`src/rtl/sync_fifo_pkg.sv`:
```
// Shared constants and helpers for the sync_fifo block.
// Holds the default word and pointer widths and a depth helper.
package sync_fifo_pkg;

    localparam int unsigned DEF_BIT_WIDTH  = 8;
    localparam int unsigned DEF_ADDR_WIDTH = 4;

    // Number of storage entries addressed by an aw-bit index
    function automatic int unsigned fifo_depth(input int unsigned aw);
        return 32'd1 << aw;
    endfunction

    localparam int unsigned DEF_DEPTH = fifo_depth(DEF_ADDR_WIDTH);

endpackage

```
`src/rtl/sync_fifo_mem.sv`:
```
// Simple dual-port register array used as FIFO storage.
// Ports:
//   clk, rst              clock, async active-high reset (read register only)
//   we_i, waddr_i, wdata_i  synchronous write port
//   re_i, raddr_i          synchronous read port
//   rdata_o                registered read data, holds when re_i is low
module sync_fifo_mem
    import sync_fifo_pkg::*;
#(
    parameter int unsigned BIT_WIDTH  = DEF_BIT_WIDTH,
    parameter int unsigned ADDR_WIDTH = DEF_ADDR_WIDTH
) (
    input  logic                  clk,
    input  logic                  rst,
    input  logic                  we_i,
    input  logic [ADDR_WIDTH-1:0] waddr_i,
    input  logic [BIT_WIDTH-1:0]  wdata_i,
    input  logic                  re_i,
    input  logic [ADDR_WIDTH-1:0] raddr_i,
    output logic [BIT_WIDTH-1:0]  rdata_o
);

    localparam int unsigned DEPTH = fifo_depth(ADDR_WIDTH);

    logic [BIT_WIDTH-1:0] mem_q [DEPTH];
    logic [BIT_WIDTH-1:0] rdata_q;

    // Storage array is intentionally not reset
    always_ff @(posedge clk) begin
        if (we_i) begin
            mem_q[waddr_i] <= wdata_i;
        end
    end

    // Read register: loads only on an accepted read, otherwise holds
    always_ff @(posedge clk or posedge rst) begin
        if (rst) begin
            rdata_q <= '0;
        end else if (re_i) begin
            rdata_q <= mem_q[raddr_i];
        end
    end

    assign rdata_o = rdata_q;

endmodule

```
`src/rtl/sync_fifo.sv`:
```
// Single-clock FIFO with registered read data.
// Ports:
//   clk, rst     clock, async active-high reset
//   w_cntrl      write request (dropped while full)
//   r_cntrl      read request (ignored while empty)
//   data_in      write word
//   data_out     registered read word, valid after the accepting edge
//   full, empty  occupancy flags, decoded from the registered pointers
//   level        occupancy 0..DEPTH, present only with SYNC_FIFO_LEVEL_EN
module sync_fifo
    import sync_fifo_pkg::*;
#(
    parameter int unsigned BIT_WIDTH  = DEF_BIT_WIDTH,
    parameter int unsigned ADDR_WIDTH = DEF_ADDR_WIDTH
) (
    input  logic                  clk,
    input  logic                  rst,
    input  logic                  w_cntrl,
    input  logic                  r_cntrl,
    input  logic [BIT_WIDTH-1:0]  data_in,
    output logic [BIT_WIDTH-1:0]  data_out,
    output logic                  full,
    output logic                  empty
`ifdef SYNC_FIFO_LEVEL_EN
    ,
    output logic [ADDR_WIDTH:0]   level
`endif
);

    localparam int unsigned PTR_W = ADDR_WIDTH + 1;

    logic [PTR_W-1:0] wr_ptr_q, wr_ptr_d;
    logic [PTR_W-1:0] rd_ptr_q, rd_ptr_d;
    logic             wr_accept_c;
    logic             rd_accept_c;

    // Extra MSB distinguishes full from empty when low bits match
    assign empty = (wr_ptr_q == rd_ptr_q);
    assign full  = (wr_ptr_q[ADDR_WIDTH-1:0] == rd_ptr_q[ADDR_WIDTH-1:0]) &&
                   (wr_ptr_q[ADDR_WIDTH] != rd_ptr_q[ADDR_WIDTH]);

    assign wr_accept_c = w_cntrl && !full;
    assign rd_accept_c = r_cntrl && !empty;

    // Pointer next-state
    always_comb begin
        wr_ptr_d = wr_ptr_q;
        rd_ptr_d = rd_ptr_q;
        if (wr_accept_c) begin
            wr_ptr_d = wr_ptr_q + PTR_W'(1);
        end
        if (rd_accept_c) begin
            rd_ptr_d = rd_ptr_q + PTR_W'(1);
        end
    end

    always_ff @(posedge clk or posedge rst) begin
        if (rst) begin
            wr_ptr_q <= '0;
            rd_ptr_q <= '0;
        end else begin
            wr_ptr_q <= wr_ptr_d;
            rd_ptr_q <= rd_ptr_d;
        end
    end

`ifdef SYNC_FIFO_LEVEL_EN
    // Modulo-2^PTR_W difference is exact for 0..DEPTH
    assign level = wr_ptr_q - rd_ptr_q;
`endif

    sync_fifo_mem #(
        .BIT_WIDTH  (BIT_WIDTH),
        .ADDR_WIDTH (ADDR_WIDTH)
    ) u_mem (
        .clk     (clk),
        .rst     (rst),
        .we_i    (wr_accept_c),
        .waddr_i (wr_ptr_q[ADDR_WIDTH-1:0]),
        .wdata_i (data_in),
        .re_i    (rd_accept_c),
        .raddr_i (rd_ptr_q[ADDR_WIDTH-1:0]),
        .rdata_o (data_out)
    );

endmodule

```
`config.mk`:
```
export PLATFORM = sky130hd
export DESIGN_NAME = sync_fifo
export DESIGN_NICKNAME = d
export VERILOG_FILES = /design/src/rtl/sync_fifo_pkg.sv /design/src/rtl/sync_fifo_mem.sv /design/src/rtl/sync_fifo.sv
export SDC_FILE = /design/constraint.sdc
export NUM_CORES = 1
export LEC_CHECK = 0
export CAP_MARGIN = 20
export CORE_MARGIN = 2
export CORE_UTILIZATION = 38
export DETAILED_ROUTE_END_ITERATION = 12
export PLACE_DENSITY = 0.6
export SETUP_SLACK_MARGIN = 0.15
export SLEW_MARGIN = 20
export SYNTH_ARGS = -nofsm -noshare
export SYNTH_HDL_FRONTEND = slang
export SYNTH_SLANG_ARGS = --single-unit
```
`constraint.sdc`:
```
create_clock -name clk -period 4.9 [get_ports clk]
set_clock_uncertainty 0.1 [all_clocks]
set_input_delay 0.98 -clock clk [delete_from_list [all_inputs] [get_ports clk]]
set_output_delay 0.98 -clock clk [all_outputs]
set_load 0.01 [all_outputs]
```
# ---- After elaboration in Yosys (flattened, before gate mapping)
# Memory sizes are Yosys's and may differ from the RTL's. A register that Yosys moved wholly into a read port is not among the register bits.
# Cells that the tools add are included.
dict set report totals {
  regBits 10
  latchBits 0
  mem_bits_rw 128
  mem_bits_ro 0
  input_bits 12
  out_inout_bits 10
  word_cells 15
  n_memories 1
}
# name depth width read_ports rd_clocked_by_memory_dff write_ports line_no
set memory_table {}
lappend memory_table {u_mem.mem_q 16 8 1 1 1 sync_fifo_mem.sv:25} ;# logic [BIT_WIDTH-1:0] mem_q [DEPTH];
dict set report classes {
  n_addsub 2
  multipliers 0
  div 0
  n_lt_le_gt_ge 0
  n_eq_ne 3
  shifts 0
  muxes 2
  n_bitwise 0
  reduce_logical 5
}
# op count
set op_table {}
lappend op_table {{adder 5 x 1 -> 5 bit (second input constant)} 2}
lappend op_table {{equality test 5 bit} 1}
lappend op_table {{equality test 4 bit} 1}
lappend op_table {{logical AND 1 bit} 3}
lappend op_table {{logical NOT 1 bit} 2}
lappend op_table {{two-way mux 1 bit} 2}
lappend op_table {{inequality test 1 bit} 1}

# ---- Depth between registers and ports, before layout
# Gate-level depths: netlist of run 1.
dict set report logic_depth {
  ltp_word 6
  mapped_depth 7
  ltp_nobuf 4
}

# ---- By module
# A second synthesis of run 1 with hierarchy kept.
dict set report unflattened {
  cells_unflattened 287
  hier_area_um2 5933.2
}
# module n_inst cells_per_inst area_each_um2 seq_area_each_um2
set by_module_without_submodules {}
lappend by_module_without_submodules {sync_fifo_mem 1 241 5335.1 4043.9}
lappend by_module_without_submodules {sync_fifo 1 46 598.1 250.2}

# ---- Worst setup path before layout of run 1
# Ideal clock, no wire load.
dict set report synth_path {
  kind {register -> output}
  startpoint {reg rd_ptr_q[0]}
  endpoint {out empty}
  arrival_ps 1203
  required_ps 3820
  setup_slack_ps 2617
  path_stages_with_launch 5
  n_path_buf 1
  cell_sequence {dfrtp_1 > buf_2 > xnor2_1 > nand4_2 > nor2_1}
}
dict set report synth_via {
  elab_chain_len 1
}
# element line_no
set synth_lines {}
lappend synth_lines {{start: declaration} sync_fifo.sv:33} ;# logic [PTR_W-1:0] rd_ptr_q, rd_ptr_d;
lappend synth_lines {{start signal: assignment} sync_fifo.sv:63} ;# rd_ptr_q <= rd_ptr_d;
lappend synth_lines {{equality test 5 bit} sync_fifo.sv:38} ;# assign empty = (wr_ptr_q == rd_ptr_q);
lappend synth_lines {{end: declaration} sync_fifo.sv:23} ;# output logic empty
# Every way passes these cells.

# ---- Worst setup path in the final report of run 1
dict set report layout_path {
  startpoint {reg rd_ptr_q[0]}
  endpoint {out full}
}
dict set report layout_via {
  elab_chain_len 2
}
# element line_no
set layout_lines {}
lappend layout_lines {{equality test 4 bit} sync_fifo.sv:39} ;# assign full = (wr_ptr_q[ADDR_WIDTH-1:0] == rd_ptr_q[ADDR_WIDTH-1:0]) &&
lappend layout_lines {{logical AND 1 bit} sync_fifo.sv:39}
lappend layout_lines {{end: declaration} sync_fifo.sv:22} ;# output logic full,
# Every way passes these cells.

==> results.md, run 1 <==
- Hpwl dp: 7390 microns
- Worst slew margin relative to its limit: 27.1%
- Internal power: 2.89 mW
- Clock latency on the worst-skew pair: ~0.42 ns
- Outcome: finished clean
- Placed cell count: 520
- Gate power share: 29.8%
- Worst setup SP type: register
- H-tree Lvls: 4
- Switching power: 1.24 mW
- # hold bufs at CTS: 0
- TNS Setup: 0 ns
- Post-Layout Cell Count: 552
- Wirelength, routed: 11700 microns
- Drt wl/cell: 21.2 microns
- Register area: 4300 sq um
- Row Count: 45
- Initial cell density of the core: between 30% and 40%
- RePlAce Congestion: 0.775
- Buffers and inverters on the worst path: 1
- Core box area: 15300 sq um
- First-pass detailed-route iteration total: 4
- DR iter-0 viols: between 150 and 200
- Clock sinks: roughly 150
- Io pins: 22
- Root Driver: clkbuf_16
- Routed vias/inst: 5.12
- Post-Syn Area per Cell: 19.7 sq um
- Nets: about 350
- Critical-path maximum fanout: 22
- Max Fclk: between 200 and 300 MHz
- Max-Cap Viols: 0
- Net Sw Frac: 30.0%
- Post-Syn Instances: a little over 300
- Filler instances: 1286
- Leak pwr: 2.38 nW
- Largest net degree at the start of global routing: 44
- Max VDD drop: approximately 0.00034 V
- CP max stage delay: 0.86 ns
- Synth unique cells: 29
- Fin crit period: 3.61 ns
- CP Capture Type: primary output
- Tcrit/Tclk final: roughly 74%
- # Post-CTS Setup Buffers: 0
- IO Port Bufs: 21
- CTS tree: yes
- Worst Path Required: 3.82 ns
- CP delay by family, top: flip-flops
- TritonCTS buffer count: 17
- Vias: 2828
- Hold Crit Class: reg2reg
- Die Y-Extent: around 130 microns
- Register bit total from synthesis: 146
- Slowest CP cell: dfrtp_1
- Max Slew Vio Count: 0
- Net Count, Synth: 319
- Number of global-route vias before repair: 2928
- Total GRT Usage: roughly 15%
- Diodes inserted: 0
- Die width: 129 microns
- PostCTS Resize Cnt: 0
- Clock share of power: 29.4%
- Final routed DRC violation total: 0
- Seq pwr share: 40.8%
- Post-route ant nets: 0
- Die Footprint: 16700 sq um
- Worst path cell trace: xnor2_1 -> nand4_2 -> nor2_1 -> clkdlybuf4s50_1
- Aggregate global routing overflow: 0
- Power Dens Cells: approximately 600 nW/um^2
- Worst path arrival time: 2.53 ns
- Final setup viols: 0
- Setup slack at placement: 1.71 ns
- Initial antenna violation count: 0
- Cell Area, Synth: between 5000 and 6000 sq um
- First-pass GRT wire length: about 18000 microns
- Area growth, synth to finish: 16.2%
- Critical path type: reg2out
- Worst-path clk slew: 0.06 ns
- Final WS setup: 1.29 ns
- Layout cells sized above 1: a little under a fifth
- Worst-Margin Slew: 1.09 ns
- Total number of yosys warnings: 0
- Multi-input logic area: 1560 sq um
- Longest Clk Path Bufs: 2
- Hold Fails Final Rpt: 0
- Setup repair after global routing missed its margin: no
- Seq/Total Area, Yosys: 72.1%
## worst reg2reg max path, cell delays in order, from the launching register on
cell,delay (ns)
dfrtp_1,0.86
xnor2_1,0.18
nand4_2,0.25
o211ai_1,0.20
nor3_1,0.88
## power by group through the flow
stage | Combinational [mW] | Sequential [mW] | Clock (mW)
after floorplan | 0.930 | 1.64 | 0
after global placement | 1.24 | 1.70 | 0
after detailed placement | 1.25 | 1.71 | 0
after CTS | 1.25 | 1.68 | 1.24
after global routing | 1.34 | 1.71 | 1.29
final | 1.23 | 1.68 | 1.22
## cell families (layout without fill, tap and decap cells)
family | count (synthesis) | count (layout) | synth area share, %
simple gates | 35 | 35 | 3.59
compound gates | 24 | 24 | 3.55
flops | 146 | 146 | 72.1
mux | 58 | 58 | 16.0
buf+inv | 20 | 59 | 1.70
fa+ha+maj | 5 | 5 | 1.05
xor+xnor | 14 | 14 | 2.06
## cell usage after synthesis
library cell    n  share of area (%)
xnor2_1        13                1.9
nor2_1          4               0.25
buf_6           2               0.38
mux2_2         18                3.4
and2_1          2               0.21
o2111ai_1       2               0.29
ha_1            5                1.0
nand4_2         1               0.21
o21a_1          1               0.13
edfxtp_1      128                 65
buf_1           1              0.063
xor2_1          1               0.15
nor2b_1         5               0.52
mux2i_1        16                2.7
a22o_1          8                1.2
o21ai_4         1               0.27
dfrtp_1        18                7.6
mux4_2         11                4.2
o211ai_1        4               0.50
and3_1         14                1.5
buf_4           1               0.13
nor3_1          1              0.084
inv_1           4               0.25
clkbuf_1        6               0.38
nand2b_1        8               0.84
a221oi_1        8                1.2
buf_2           5               0.42
clkbuf_2        1              0.084
mux4_1         13                5.7
## final timing paths
kind | from | endpoint | slack [ns] | depth (start not counted)
setup / recovery | rd_ptr_q[0] | full | 1.29 | 4
hold / removal | u_mem.rdata_o[7] | u_mem.rdata_o[7] | 0.40 | 1
setup reg to reg | rd_ptr_q[0] | u_mem.mem_q[3][2] | 2.05 | 4
hold reg to reg | u_mem.rdata_o[7] | u_mem.rdata_o[7] | 0.40 | 1
max in group asynchronous | rst | rd_ptr_q[2] | 3.27 | 2
min in group asynchronous | rst | wr_ptr_q[4] | 0.91 | 2
## layout by cell type, fill, tap and decap left out, types with 3 or more instances in the layout
cell type | netlist | layout
clkbuf_16 | 0 | 17
and3_1 | 14 | 14
clkdlybuf4s50_1 | 0 | 21
inv_1 | 4 | 4
a22o_1 | 8 | 8
clkinv_2 | 0 | 3
dfrtp_1 | 18 | 17
mux2_2 | 18 | 18
clkbuf_1 | 6 | 4
mux2i_1 | 16 | 16
ha_1 | 5 | 5
clkbuf_8 | 0 | 3
a221oi_1 | 8 | 8
mux4_2 | 11 | 11
nand2b_1 | 8 | 8
xnor2_1 | 13 | 13
edfxtp_1 | 128 | 128
nor2_1 | 4 | 4
nor2b_1 | 5 | 5
o211ai_1 | 4 | 4
mux4_1 | 13 | 13
## flip-flops by register name (all words and copies together) (netlist names)
| name | cells |
|---|---|
| u_mem.rdata_o | 8 |
| wr_ptr_q | 5 |
| rd_ptr_q | 5 |
| u_mem.mem_q | 128 |
## cell type report
type	instances	share of cell area, %
Clock buffer	24	6.96
Timing Repair Buffer	23	3.25
Clock inverter	8	1.12
Multi-Input combinational cell	136	22.6
Inverter	4	0.217
Tap cell	211	3.81
Sequential cell	146	62.1
## metal layers
layer | global-route usage [%] | vias up | wire length, microns
met5 | 0 | - | 0
met4 | 6.14 | 0 | 160
met3 | 4.34 | 12 | 624
met2 | 22.7 | 68 | 5400
met1 | 21.9 | 1462 | 5520
li1 | - | 1286 | -
## through the flow
step           hold slack, ns  cell area, sq um  util [%]  total power, mW
3_5_place_dp            0.393              6360      41.7             2.96
4_1_cts                 0.405              6920      45.4             4.18
5_1_grt                 0.434              6920      45.4             4.34
6_report                0.402              6920      45.4             4.13
2_1_floorplan           0.402              5960         -             2.57
3_3_place_gp            0.390              6360      41.7             2.94
No activity file was read; power rests on OpenSTA's default activity.
==> run 2, diff against run 1 <==
==> constraint.sdc (replaced) <==
create_clock -name clk -period 3.6 [get_ports clk]
set_clock_uncertainty 0.1 [all_clocks]
set_input_delay 0.72 -clock clk [delete_from_list [all_inputs] [get_ports clk]]
set_output_delay 0.72 -clock clk [all_outputs]
set_load 0.01 [all_outputs]
==> run 2 against run 1 <==
Compared with the run above: worst hold slack gained 0.0036 ns; register-to-register slack lost 1.1 ns; via count grew 0.74%; combinational power grew 38%; count of clock-buffer cells in the layout shrank 5; sequential share of layout area shrank 0.22 points; global-route usage grew 0.056 points; first-iteration DRC count is the same; largest power group unchanged.
==> results.md, run 2 (same netlist as run 1, synthesis figures left out) <==
- Reg with most FFs: u_mem.mem_q
- Core box area: 15300 sq um (unchanged)
- Setup slack at placement: 0.807 ns (-0.901 ns)
- Tcrit/Tclk final: 89.4%
- H-tree Lvls: 4 (unchanged)
- Register area: 4300 sq um (unchanged)
- Row Count: 45 (unchanged)
- Routed vias/inst: 5.13 (+0.20%)
- Worst-Margin Slew: 0.830 ns (-0.256 ns)
- R2r setup slk: 0.95 ns (-1.10 ns)
- Final setup viols: 0 (unchanged)
- Io pins: 22 (unchanged)
- CTS tree: yes
- Nets: 348 (+0.87%)
- Post-Layout Cell Count: 555 (+0.54%)
- Design Power: 5.65 mW (+37%)
- Aggregate global routing overflow: 0 (unchanged)
- First-pass GRT wire length: 18000 microns (+0.58%)
- Die width: 129 microns (unchanged)
- Max Fclk: roughly 310 MHz
- Max reg flops: 128 (unchanged)
- Fin area: 6950 sq um (+0.36%)
- DR iter-0 viols: 199 (unchanged)
- TritonCTS buffer count: 17 (unchanged)
- Worst Path Required: 2.78 ns (-1.04 ns)
- Hpwl dp: 7630 microns (+3.2%)
- Fin crit period: 3.22 ns
- Worst setup SP type: register
- Largest net degree at the start of global routing: 44 (unchanged)
- Root Driver: clkbuf_16
- Buffers and inverters on the worst path: 1 (unchanged)
- Worst slew margin relative to its limit: 44.6% (+18 points)
- Diodes inserted: 0 (unchanged)
- Max VDD drop: 0.000393 V (+15%)
- CP max stage delay: 0.73 ns (-0.13 ns)
- Total GRT Usage: 15.5% (+0.056 points)
- Hold Crit Class: reg2reg
- First-pass detailed-route iteration total: 4 (unchanged)
- IO Port Bufs: 21 (unchanged)
- Hold Fails Final Rpt: 0 (unchanged)
- CP delay by family, top: flip-flops
- Placed Area: 6380 sq um (+0.35%)
- Longest Clk Path Bufs: 2 (unchanged)
- Filler instances: 1280 (-0.47%)
- Vias: 2849 (+0.74%)
- Initial antenna violation count: 0 (unchanged)
- Die Footprint: 16700 sq um (unchanged)
- RePlAce Congestion: 0.738 (-4.7%)
- Leak pwr: 2.40 nW (+0.72%)
- Number of global-route vias before repair: 2920 (-0.27%)
- CP Capture Type: primary output
- Multi-input logic area: 1560 sq um (unchanged)
- Most frequent cells in the layout: edfxtp_1 (128), clkdlybuf4s50_1 (21), mux2_2 (18), clkbuf_16 (17), dfrtp_1 (17)
- Worst path cell trace: xnor2_1 -> nand4_2 -> nor2_1 -> clkdlybuf4s50_1
- Worst-path clk slew: 0.06 ns (about the same)
- Placed cell count: 523 (+0.58%)
- Drt wl/cell: 21.4 microns (+0.99%)
- Critical path type: reg2out
- Final WS setup: 0.381 ns (-0.913 ns)
- Max-Cap Viols: 0 (unchanged)
- Max Slew Vio Count: 0 (unchanged)
- Wirelength, routed: 11900 microns (+1.5%)
- Critical-path maximum fanout: 19 (-14%)
- Power Dens Cells: 813 nW/um^2 (+36%)
- Final routed DRC violation total: 0 (unchanged)
- Outcome: finished clean
- Clock sinks: 146 (unchanged)
- Layout cells sized above 1: 18.6% (+0.42 points)
- PostCTS Resize Cnt: 0 (unchanged)
- Most common cell after layout, fill and taps aside: edfxtp_1
- Die Y-Extent: 129 microns (unchanged)
- Setup repair after global routing missed its margin: no
- Post-route ant nets: 0 (unchanged)
- # hold bufs at CTS: 0 (unchanged)
- Clock latency on the worst-skew pair: 0.42 ns (about the same)
- Area growth, synth to finish: 16.6%
- # Post-CTS Setup Buffers: 0 (unchanged)
- Hold Slack: 0.406 ns (+0.00360 ns)
- TNS Setup: 0 ns (unchanged)
- Worst path arrival time: 2.40 ns (-0.13 ns)
- Final Core Density: 45.5% (+0.16 points)
- Slowest CP cell: dfrtp_1
- Initial cell density of the core: 39.0% (unchanged)
-- run 2: changes by cell type in the layout (fill, tap and decap cells not counted), sizes merged --
cell	change
clkbuf	-5
bufinv	+1
inv	-2
buf	+3
clkinv	+6
-- run 2: final cells by class --
| type | count | area share, % |
|---|---|---|
| clock buffer | 19 | 6.38 |
| clock inverter | 13 | 1.71 |
| inverter | 4 | 0.216 |
| multi-input combinational | 136 | 22.5 |
| sequential | 146 | 61.8 |
| tap | 211 | 3.80 |
| timing repair buffer | 26 | 3.57 |
-- run 2: worst paths after layout --
kind                                  startpoint  cells after the start                to
worst max-delay path                 rd_ptr_q[3]                      4              full
worst min-delay path            u_mem.rdata_o[5]                      1  u_mem.rdata_o[5]
worst max register to register       rd_ptr_q[1]                      5  u_mem.rdata_o[7]
worst min register to register  u_mem.rdata_o[5]                      1  u_mem.rdata_o[5]
max in group asynchronous                    rst                      2       rd_ptr_q[2]
min in group asynchronous                    rst                      2  u_mem.rdata_o[0]
-- run 2: power breakdown --
| group | internal [mW] | leakage [nW] | switching, mW |
|---|---|---|---|
| Combinational | 0.833 | 0.760 | 0.869 |
| Clock | 1.02 | 0.272 | 0.651 |
| Sequential | 2.11 | 1.36 | 0.165 |
-- run 2: metal layers --
| metal | global-route usage, % | vias to the layer above | wire length, microns |
|---|---|---|---|
| met5 | 0 | - | 0 |
| met1 | 21.0 | 1495 | 5590 |
| li1 | - | 1290 | - |
| met4 | 5.31 | 0 | 183 |
| met2 | 24.1 | 48 | 5690 |
| met3 | 4.58 | 16 | 416 |
